===== src/rtl/arb_pkg.sv =====
// -----------------------------------------------------------------------------
// arb_pkg -- shared definitions for the 4-requester round-robin arbiter.
//   arb_state_t : FSM state encodings (IDLE, GRANT, GAP; 2'b11 is unused)
//   NUM_REQ     : number of requesters
//   ID_W        : width of a requester index
//   rr_pick     : round-robin search returning {found, winner_index}
// -----------------------------------------------------------------------------
package arb_pkg;

  localparam int NUM_REQ = 4;
  localparam int ID_W    = 2;

  typedef enum logic [1:0] {
    IDLE  = 2'b00,
    GRANT = 2'b01,
    GAP   = 2'b10
  } arb_state_t;

  // Search starts one past the last grantee and wraps, so the last grantee
  // is the lowest priority. Offsets are visited from farthest to nearest so
  // that the nearest active requester is the final (winning) assignment.
  function automatic logic [ID_W:0] rr_pick(input logic [NUM_REQ-1:0] req,
                                            input logic [ID_W-1:0]    ptr);
    logic [ID_W:0]   res;
    logic [ID_W-1:0] idx;
    res = '0;
    for (int i = NUM_REQ; i >= 1; i--) begin
      idx = ptr + ID_W'(i);
      if (req[idx]) res = {1'b1, idx};
    end
    return res;
  endfunction

endpackage


===== src/rtl/dec2to4_l.sv =====
// -----------------------------------------------------------------------------
// dec2to4_l -- 2-to-4 decoder, active-low enable and active-low outputs.
//   i_en_l  : enable, active-low; when high all outputs are high
//   i_sel   : 2-bit select
//   o_dec_l : 4-bit one-cold output (bit i_sel low when enabled)
// -----------------------------------------------------------------------------
module dec2to4_l
  import arb_pkg::*;
(
  input  logic               i_en_l,
  input  logic [ID_W-1:0]    i_sel,
  output logic [NUM_REQ-1:0] o_dec_l
);

  always_comb begin
    o_dec_l = '1;
    if (!i_en_l) o_dec_l[i_sel] = 1'b0;
  end

endmodule


===== src/rtl/rr_arbiter_4.sv =====
// -----------------------------------------------------------------------------
// rr_arbiter_4 -- 4-requester round-robin arbiter with bounded hold time and a
// one-cycle dead time between grants.
//   MAX_HOLD : maximum consecutive cycles one grant is held (2..255)
//   CLK      : clock, rising edge
//   RST_L    : asynchronous active-low reset
//   EN_L     : active-low arbiter enable
//   REQ_L    : active-low requests, bit i = requester i
//   GNT_L    : registered active-low grants, at most one bit low
//   GNT_ID   : index of the current grantee (meaningful while BUSY=1)
//   BUSY     : high while a grant is asserted
// -----------------------------------------------------------------------------
module rr_arbiter_4
  import arb_pkg::*;
#(
  parameter int MAX_HOLD = 15
) (
  input  logic               CLK,
  input  logic               RST_L,
  input  logic               EN_L,
  input  logic [NUM_REQ-1:0] REQ_L,
  output logic [NUM_REQ-1:0] GNT_L,
  output logic [ID_W-1:0]    GNT_ID,
  output logic               BUSY
);

  localparam logic [7:0] HOLD_LAST = 8'(MAX_HOLD - 1);

  arb_state_t          r_state;
  logic [ID_W-1:0]     r_ptr;
  logic [7:0]          r_hold;
  logic                r_run;
  logic [NUM_REQ-1:0]  r_gnt_l;
  logic [ID_W-1:0]     r_gnt_id;
  logic                r_busy;

  arb_state_t          w_state_nxt;
  logic [ID_W-1:0]     w_ptr_nxt;
  logic [7:0]          w_hold_nxt;
  logic [ID_W-1:0]     w_id_nxt;
  logic                w_busy_nxt;
  logic [ID_W:0]       w_pick;
  logic [NUM_REQ-1:0]  w_req;
  logic [NUM_REQ-1:0]  w_dec_l;

  assign w_req  = ~REQ_L;
  assign w_pick = rr_pick(w_req, r_ptr);

  always_comb begin
    w_state_nxt = r_state;
    w_ptr_nxt   = r_ptr;
    w_hold_nxt  = r_hold;
    w_id_nxt    = r_gnt_id;
    w_busy_nxt  = 1'b0;
    case (r_state)
      IDLE: begin
        // r_run keeps the first edge after reset release as a pure wake-up edge.
        if (r_run && !EN_L && w_pick[ID_W]) begin
          w_state_nxt = GRANT;
          w_id_nxt    = w_pick[ID_W-1:0];
          w_ptr_nxt   = w_pick[ID_W-1:0];
          w_hold_nxt  = '0;
          w_busy_nxt  = 1'b1;
        end
      end
      GRANT: begin
        if (EN_L) begin
          w_state_nxt = IDLE;
        end else if (!REQ_L[r_gnt_id] && (r_hold < HOLD_LAST)) begin
          w_hold_nxt = r_hold + 8'd1;
          w_busy_nxt = 1'b1;
        end else begin
          w_state_nxt = GAP;
        end
      end
      GAP: begin
        if (EN_L || !w_pick[ID_W]) begin
          w_state_nxt = IDLE;
        end else begin
          w_state_nxt = GRANT;
          w_id_nxt    = w_pick[ID_W-1:0];
          w_ptr_nxt   = w_pick[ID_W-1:0];
          w_hold_nxt  = '0;
          w_busy_nxt  = 1'b1;
        end
      end
      default: w_state_nxt = IDLE;
    endcase
  end

  dec2to4_l u_dec (
    .i_en_l  (~w_busy_nxt),
    .i_sel   (w_id_nxt),
    .o_dec_l (w_dec_l)
  );

  always_ff @(posedge CLK or negedge RST_L) begin
    if (!RST_L) begin
      r_state  <= IDLE;
      r_ptr    <= 2'b11;
      r_hold   <= '0;
      r_run    <= 1'b0;
      r_gnt_l  <= '1;
      r_gnt_id <= '0;
      r_busy   <= 1'b0;
    end else begin
      r_state  <= w_state_nxt;
      r_ptr    <= w_ptr_nxt;
      r_hold   <= w_hold_nxt;
      r_run    <= 1'b1;
      r_gnt_l  <= w_dec_l;
      r_gnt_id <= w_id_nxt;
      r_busy   <= w_busy_nxt;
    end
  end

  assign GNT_L  = r_gnt_l;
  assign GNT_ID = r_gnt_id;
  assign BUSY   = r_busy;

endmodule


===== config.mk =====
export PLATFORM = sky130hd
export DESIGN_NAME = rr_arbiter_4
export DESIGN_NICKNAME = d
export VERILOG_FILES = /design/src/rtl/arb_pkg.sv /design/src/rtl/dec2to4_l.sv /design/src/rtl/rr_arbiter_4.sv
export SDC_FILE = /design/constraint.sdc
export NUM_CORES = 1
export LEC_CHECK = 0
export ABC_AREA = 1
export CAP_MARGIN = 15
export CORE_UTILIZATION = 46
export DETAILED_ROUTE_END_ITERATION = 8
export GPL_TIMING_DRIVEN = 0
export PLACE_DENSITY = 0.7
export RECOVER_POWER = 50
export SYNTH_ARGS = -nofsm -noshare
export SYNTH_HDL_FRONTEND = slang
export SYNTH_SLANG_ARGS = --single-unit

===== constraint.sdc =====
create_clock -name CLK -period 1.85 [get_ports CLK]
set_clock_uncertainty 0.1 [all_clocks]
set_input_delay 0.37 -clock CLK [delete_from_list [all_inputs] [get_ports CLK]]
set_output_delay 0.37 -clock CLK [all_outputs]
set_load 0.02 [all_outputs]

==> results of run 1 <==
cell usage after synthesis:
| library cell | count |
|---|---|
| sky130_fd_sc_hd__dfstp_2 | 6 |
| sky130_fd_sc_hd__conb_1 | 1 |
| sky130_fd_sc_hd__o21a_1 | 1 |
| sky130_fd_sc_hd__nor3_1 | 2 |
| sky130_fd_sc_hd__nand3_2 | 2 |
| sky130_fd_sc_hd__dfrtp_1 | 14 |
| sky130_fd_sc_hd__buf_6 | 2 |
| sky130_fd_sc_hd__inv_1 | 21 |
| sky130_fd_sc_hd__nor2_2 | 6 |
| sky130_fd_sc_hd__xor2_1 | 1 |
| sky130_fd_sc_hd__ha_1 | 1 |
| sky130_fd_sc_hd__nand2_4 | 2 |
| sky130_fd_sc_hd__nand2_1 | 53 |
| sky130_fd_sc_hd__o21ai_4 | 1 |
| sky130_fd_sc_hd__nor2_1 | 8 |
| sky130_fd_sc_hd__a21oi_1 | 4 |
| sky130_fd_sc_hd__nand3_1 | 13 |
| sky130_fd_sc_hd__or2_2 | 1 |
| sky130_fd_sc_hd__inv_2 | 1 |
| sky130_fd_sc_hd__o2111ai_2 | 1 |
| sky130_fd_sc_hd__o21ai_0 | 4 |
| sky130_fd_sc_hd__nand2_2 | 5 |
| sky130_fd_sc_hd__inv_8 | 1 |
per-stage QoR:
stage	hold slack (ps)	setup slack [ps]	cells	util	total power [mW]
6_report	416	6.17	200	0.687	2.28
5_1_grt	460	-61.1	200	0.687	2.42
4_1_cts	417	18.7	196	0.599	1.93
3_5_place_dp	392	-238	192	0.578	1.59
3_3_place_gp	382	-222	192	0.578	1.56
2_1_floorplan	-25.6	200	151	-	1.34
tightest hold or removal path, stage by stage, from the launching register on:
cell,delay (ps)
sky130_fd_sc_hd__dfrtp_1,350
sky130_fd_sc_hd__inv_1,50
sky130_fd_sc_hd__nor2_2,90
power breakdown:
group	switching [mW]	internal [mW]	total [mW]
Sequential	0.0700	0.559	0.629
Clock	0.134	0.219	0.353
Combinational	0.794	0.508	1.30
routing by layer:
layer / vias up / wire length, µm / GRT usage
li1: 502 / - / -
met5: - / 0 / 0
met4: 0 / 29 / 0.0586
met2: 30 / 1250 / 0.321
met1: 476 / 1080 / 0.226
met3: 6 / 120 / 0.0468
what timing repair did:
action / in CTS / in global routing
resized for setup: 4 / 41
endpoints found under the setup margin: 4 / 10
setup buffers: 0 / 3
pin swaps: 0 / 17
cloned: 0 / 1
sequential cells by signal (all words and copies together), names as in the netlist:
signal / flops
GNT_L: 4
r_state: 2
GNT_ID: 2
BUSY: 1
r_ptr: 2
r_run: 1
r_hold: 8
final timing paths:
check | to | cells after the start | startpoint
worst max-delay path | GNT_L[1] | 11 | r_ptr[0]
worst min-delay path | r_hold[6] | 2 | r_hold[6]
worst max register to register | GNT_L[1] | 11 | r_ptr[0]
worst min register to register | r_hold[6] | 2 | r_hold[6]
max in group asynchronous | r_hold[4] | 1 | RST_L
min in group asynchronous | GNT_ID[1] | 1 | RST_L
layout make-up:
cell class / count / area (µm²)
fill: 181 / 712
multi-input combinational: 106 / 669
sequential: 20 / 508
timing repair buffer: 17 / 175
inverter: 23 / 93.8
tap: 28 / 35.0
clock inverter: 1 / 30.0
buffer: 2 / 30.0
clock buffer: 3 / 22.5
cell families (layout without fill, tap and decap cells):
group,Yosys count,in the layout,share of synthesized area
other,1,1,0.00326
and+or+nand+nor,92,92,0.367
adders and majority gates,1,1,0.0109
buffers and inverters,25,46,0.101
AOI/OAI and AO/OA,11,11,0.0686
DFF,20,20,0.442
xor gates and xnor gates,1,1,0.00762
==> reports/metrics.cfg, run 1 <==
[floorplanning]
core_region_area_um2 = 2280
dieWidth_um = 52.0
total_die_area_um2 = 2700
number_of_standard_cell_rows_in_the_floorplan = 17
floorplan.initialDensity = 0.505
io-pin-count = 14
die_h_um = 52.0

[power]
powerDensity_nw_per_um2 = 1460
static_leakage_nw = 0.773
irDropWorstVdd_mv = 1.05

[yosys]
post_synth_num_cell_types = 23
post_synth_instance_area_um2 = 1150
seq_area_frac_synth = 0.442
synth_cells = 151
synth_top_area_cell = sky130_fd_sc_hd__dfrtp_1
synth.avg_cell_area_um2 = 7.61
ys_top_cells_by_area = sky130_fd_sc_hd__dfrtp_1, sky130_fd_sc_hd__nand2_1, sky130_fd_sc_hd__dfstp_2, sky130_fd_sc_hd__inv_1, sky130_fd_sc_hd__nand3_1
netlist.area_leader.share = 0.305
synth_warnings = 0
syn-num-nets = 159
synth.ff_latch_count = 20

[setup_path]
cpLargestDelayFamily = simple AND/OR/NAND/NOR gates
critPathMostFrequentCell = sky130_fd_sc_hd__nand2_4
crit_slowest_cell = sky130_fd_sc_hd__dfstp_2
list_of_cells_traversed_by_the_critical_path = buf_8 > nand2_4 > nand2_4 > nor2_4 > nand2_4 > nand2_4 > o21ai_4 > nand2_2 > nand2_4 > inv_2 > nand3_1
cp-start-kind = flop
worstPathArrival_ps = 2000
cp.required_ps = 2010
critical-path-max-stage-delay_ps = 560
ff2ff_setup_slack_ps = 6
worstSetupEndpointType = flop
path_class = reg2reg
cp_max_fo = 7
critical_path_buf_inv_count = 2

[global_route]
first_global_vias = 919
antenna_found_initial = 0
wire_length_of_the_first_global_routing_pass_um = 3740
gr-usage-all-layers = 0.187
grt-ovfl-total = 0
pin_count_of_the_biggest_net_entering_global_routing = 21

[detailed_routing]
routedWlPerCell_um = 12.4
detail_route.iter0.violations = 30
drt_drc_violations_left = 0
final_antenna_net_count = 0
drt-pass1-iter-count = 4
route.detailed.vias_per_inst = 5.07
routed-via-count = 1014
routed_wirelength_um = 2480

[cells_and_area]
num-nets-final = 181
layout_commonest_cell = sky130_fd_sc_hd__nand2_1
layout-area-overhead-vs-synth_pct = 36.0
share_of_cells_above_drive_strength_1 = 0.349
fin_area_um2 = 1560
antennaDiodeCount = 0
layout_common_cells = sky130_fd_sc_hd__nand2_1, sky130_fd_sc_hd__inv_1, sky130_fd_sc_hd__dfrtp_1

[clock_tree]
hold_buffers = 0
cts.clk_slew.worst_paths_ps = 110
tritoncts = built
clkLatencyLatePin_ps = 310
cts.path.max_buffers = 2
numClockSinks = 20
cts-root-buf = sky130_fd_sc_hd__clkbuf_4
cts_max_level = 1
cts_inserted_buffers = 3

[flow_run]
max_cap_violations = 0

[placed_design]
place.port_buffers = 13
detailed_place_hpwl_um = 1620
detailed_place.area_um2 = 1320
gp_congestion = 0.871

[timing]
worst_slew_margin_rel = 0.424
finalHoldViolCount = 0
timing_worst_slew_pin_value_ps = 862
report.final.setup_viol = 0
layout_worst_path_cycle_share = 0.997
time_the_worst_path_needs_with_i_o_delays_and_setup_ps = 1840
clock.fmax_mhz = 542
timing_max_transition_violations_final = 0
tns_ps = 0
setup_repair_after_global_routing_missed_its_margin = yes

[run_status]
run_status = completed

[hold_path]
min_path_type = reg2reg

Note: power is estimated with default switching activity, not from simulation.
==> inputs of run 2 (changes only) <==
--- a/config.mk
+++ b/config.mk
@@ -10,7 +10,7 @@
 export CORE_UTILIZATION = 46
 export DETAILED_ROUTE_END_ITERATION = 8
 export GPL_TIMING_DRIVEN = 0
-export PLACE_DENSITY = 0.7
+export PLACE_DENSITY = 0.74
 export RECOVER_POWER = 50
 export SYNTH_ARGS = -nofsm -noshare
 export SYNTH_HDL_FRONTEND = slang
==> reports/metrics.cfg, run 2 (same netlist as run 1, synthesis figures left out) <==
[global_route]
pin_count_of_the_biggest_net_entering_global_routing = 21  ; unchanged
antenna_found_initial = 0  ; unchanged
wire_length_of_the_first_global_routing_pass_um = 3660  ; -2.0%
grt-ovfl-total = 0  ; unchanged
first_global_vias = 900  ; -2.1%
gr-usage-all-layers = 0.186  ; about the same

[detailed_routing]
drt_drc_violations_left = 0  ; unchanged
detail_route.iter0.violations = 25  ; -17%
final_antenna_net_count = 0  ; unchanged
route.detailed.vias_per_inst = 5.09  ; +0.38%
routedWlPerCell_um = 12.3  ; -1.2%
routed_wirelength_um = 2480  ; -0.20%
drt-pass1-iter-count = 4  ; unchanged
routed-via-count = 1028  ; +1.4%

[timing]
time_the_worst_path_needs_with_i_o_delays_and_setup_ps = 1830  ; -10.7 ps
layout_worst_path_cycle_share = 0.991  ; -0.00577
tns_ps = 0  ; unchanged
clock.fmax_mhz = 546  ; +0.58%
timing_max_transition_violations_final = 0  ; unchanged
setup_repair_after_global_routing_missed_its_margin = yes
finalHoldViolCount = 0  ; unchanged
timing_worst_slew_pin_value_ps = 842  ; -19.3 ps
report.final.setup_viol = 0  ; unchanged
worst_slew_margin_rel = 0.437  ; +0.0129

[placed_design]
gp_congestion = 0.776  ; -11%
detailed_place_hpwl_um = 1630  ; +0.43%
place.port_buffers = 13  ; unchanged
placedCellCount = 192  ; unchanged
detailed_place.area_um2 = 1320  ; unchanged

[clock_tree]
hold_buffers = 0  ; unchanged
cts_max_level = 1  ; unchanged
clkLatencyLatePin_ps = 310  ; about the same
cts-root-buf = sky130_fd_sc_hd__clkbuf_4
numClockSinks = 20  ; unchanged
cts.path.max_buffers = 2  ; unchanged
tritoncts = built
cts_inserted_buffers = 3  ; unchanged
cts.clk_slew.worst_paths_ps = 110  ; about the same

[power]
p_seq_frac = 0.279  ; +0.004
powerDensity_nw_per_um2 = 1470  ; +0.70%
gate_power_share = 0.562  ; -0.008
netSwitchingPower_mw = 0.968  ; -3.1%
p_clk_frac = 0.159  ; +0.004
cell_internal_pwr_mw = 1.26  ; -2.0%
irDropWorstVdd_mv = 0.936  ; -11%
static_leakage_nw = 0.742  ; -4.0%
p_sw_frac = 0.434  ; -0.00280
report.power.total_mw = 2.23  ; -2.4%

[floorplanning]
floorplan.initialDensity = 0.505  ; unchanged
die_h_um = 52.0  ; unchanged
dieWidth_um = 52.0  ; unchanged
io-pin-count = 14  ; unchanged
number_of_standard_cell_rows_in_the_floorplan = 17  ; unchanged
core_region_area_um2 = 2280  ; unchanged
total_die_area_um2 = 2700  ; unchanged

[setup_path]
cp-start-kind = flop
worstPathArrival_ps = 1990  ; about the same
cp_max_fo = 6  ; -1
worstSetupEndpointType = flop
cp.required_ps = 2010  ; about the same
path_class = reg2reg

[flow_run]
max_cap_violations = 0  ; unchanged

[cells_and_area]
num-nets-final = 183  ; +1.1%
layout_common_cells = sky130_fd_sc_hd__nand2_1, sky130_fd_sc_hd__inv_1, sky130_fd_sc_hd__dfrtp_1
antennaDiodeCount = 0  ; unchanged
fin_cells = 202  ; +1.0%
flip_flop_count_of_the_largest_register_after_layout = 8  ; unchanged
fin_area_um2 = 1520  ; -3.1%
layout_commonest_cell = sky130_fd_sc_hd__nand2_1
largest_register = r_hold
share_of_cells_above_drive_strength_1 = 0.322  ; -0.0270
layout-area-overhead-vs-synth_pct = 31.8
fillCellCount = 179  ; -1.1%

[run_status]
run_status = completed

[hold_path]
min_path_type = reg2reg

## run 2: cell types whose count changed in the layout (fill, tap and decap cells not counted), sizes merged
cell and change:
buf +3, clkbuf -1, clkinv +1, inv -1
## run 2: power by group through the flow
stage / sequential, mW / clock (mW) / combinational, mW
global placement: 0.623 / 0 / 0.940
CTS: 0.617 / 0.358 / 0.957
floorplan: 0.677 / 0 / 0.659
detailed placement: 0.628 / 0 / 0.963
global route: 0.631 / 0.376 / 1.37
finish: 0.621 / 0.355 / 1.25
## run 2: critical path: stages, from the launching register on
cell	delay (ps)
sky130_fd_sc_hd__dfstp_2	550
sky130_fd_sc_hd__buf_8	120
sky130_fd_sc_hd__clkinv_8	70
sky130_fd_sc_hd__buf_6	130
sky130_fd_sc_hd__nand2_1	50
sky130_fd_sc_hd__nand2_1	90
sky130_fd_sc_hd__nand2_1	100
sky130_fd_sc_hd__nand3_1	100
sky130_fd_sc_hd__a21oi_2	160
sky130_fd_sc_hd__nand2_2	90
sky130_fd_sc_hd__nand2_4	100
sky130_fd_sc_hd__inv_2	40
sky130_fd_sc_hd__nand3_1	70
## run 2: path summary, 6_finish.rpt
path / start / to / slack [ps] / cells after the start
max in group asynchronous: RST_L / r_hold[3] / 630 / 1
worst max register to register: r_ptr[0] / GNT_L[0] / 20 / 12
min in group asynchronous: RST_L / r_hold[4] / 500 / 1
worst min-delay path: r_hold[6] / r_hold[6] / 420 / 2
worst max-delay path: r_ptr[0] / GNT_L[0] / 20 / 12
worst min register to register: r_hold[6] / r_hold[6] / 420 / 2
## run 2: timing repair
item,CTS,global route
endpoints found under the setup margin,4,10
resized for setup,4,34
pin swaps,0,4
buffers inserted,0,6
endpoints found under the hold margin,0,0
## run 2: layout make-up
cell class / count / area, µm² / share of cell area
multi-input cells: 106 / 618 / 0.408
flip-flops and latches: 20 / 508 / 0.335
inverters: 23 / 98.8 / 0.0652
clock inverters: 1 / 30.0 / 0.0198
clock buffers: 3 / 22.5 / 0.0149
well taps: 28 / 35.0 / 0.0231
repair buffers: 19 / 176 / 0.116
plain buffers: 2 / 26.3 / 0.0173
## run 2: metal layers
metal / vias to the layer above / part of all wire / GRT usage
li1: 506 / - / -
met1: 486 / 0.41 / 0.207
met2: 31 / 0.54 / 0.346
met3: 5 / 0.039 / 0.0263
met4: 0 / 0.015 / 0.0811
met5: - / 0 / 0
## run 2: per-stage QoR
step | utilization | setup slack, ps | hold slack (ps)
5_1_grt | 0.666 | -85.5 | 437
3_5_place_dp | 0.578 | -253 | 388
4_1_cts | 0.599 | 16.7 | 418
6_report | 0.666 | 16.8 | 415
2_1_floorplan | - | 200 | -25.6
3_3_place_gp | 0.578 | -239 | 380
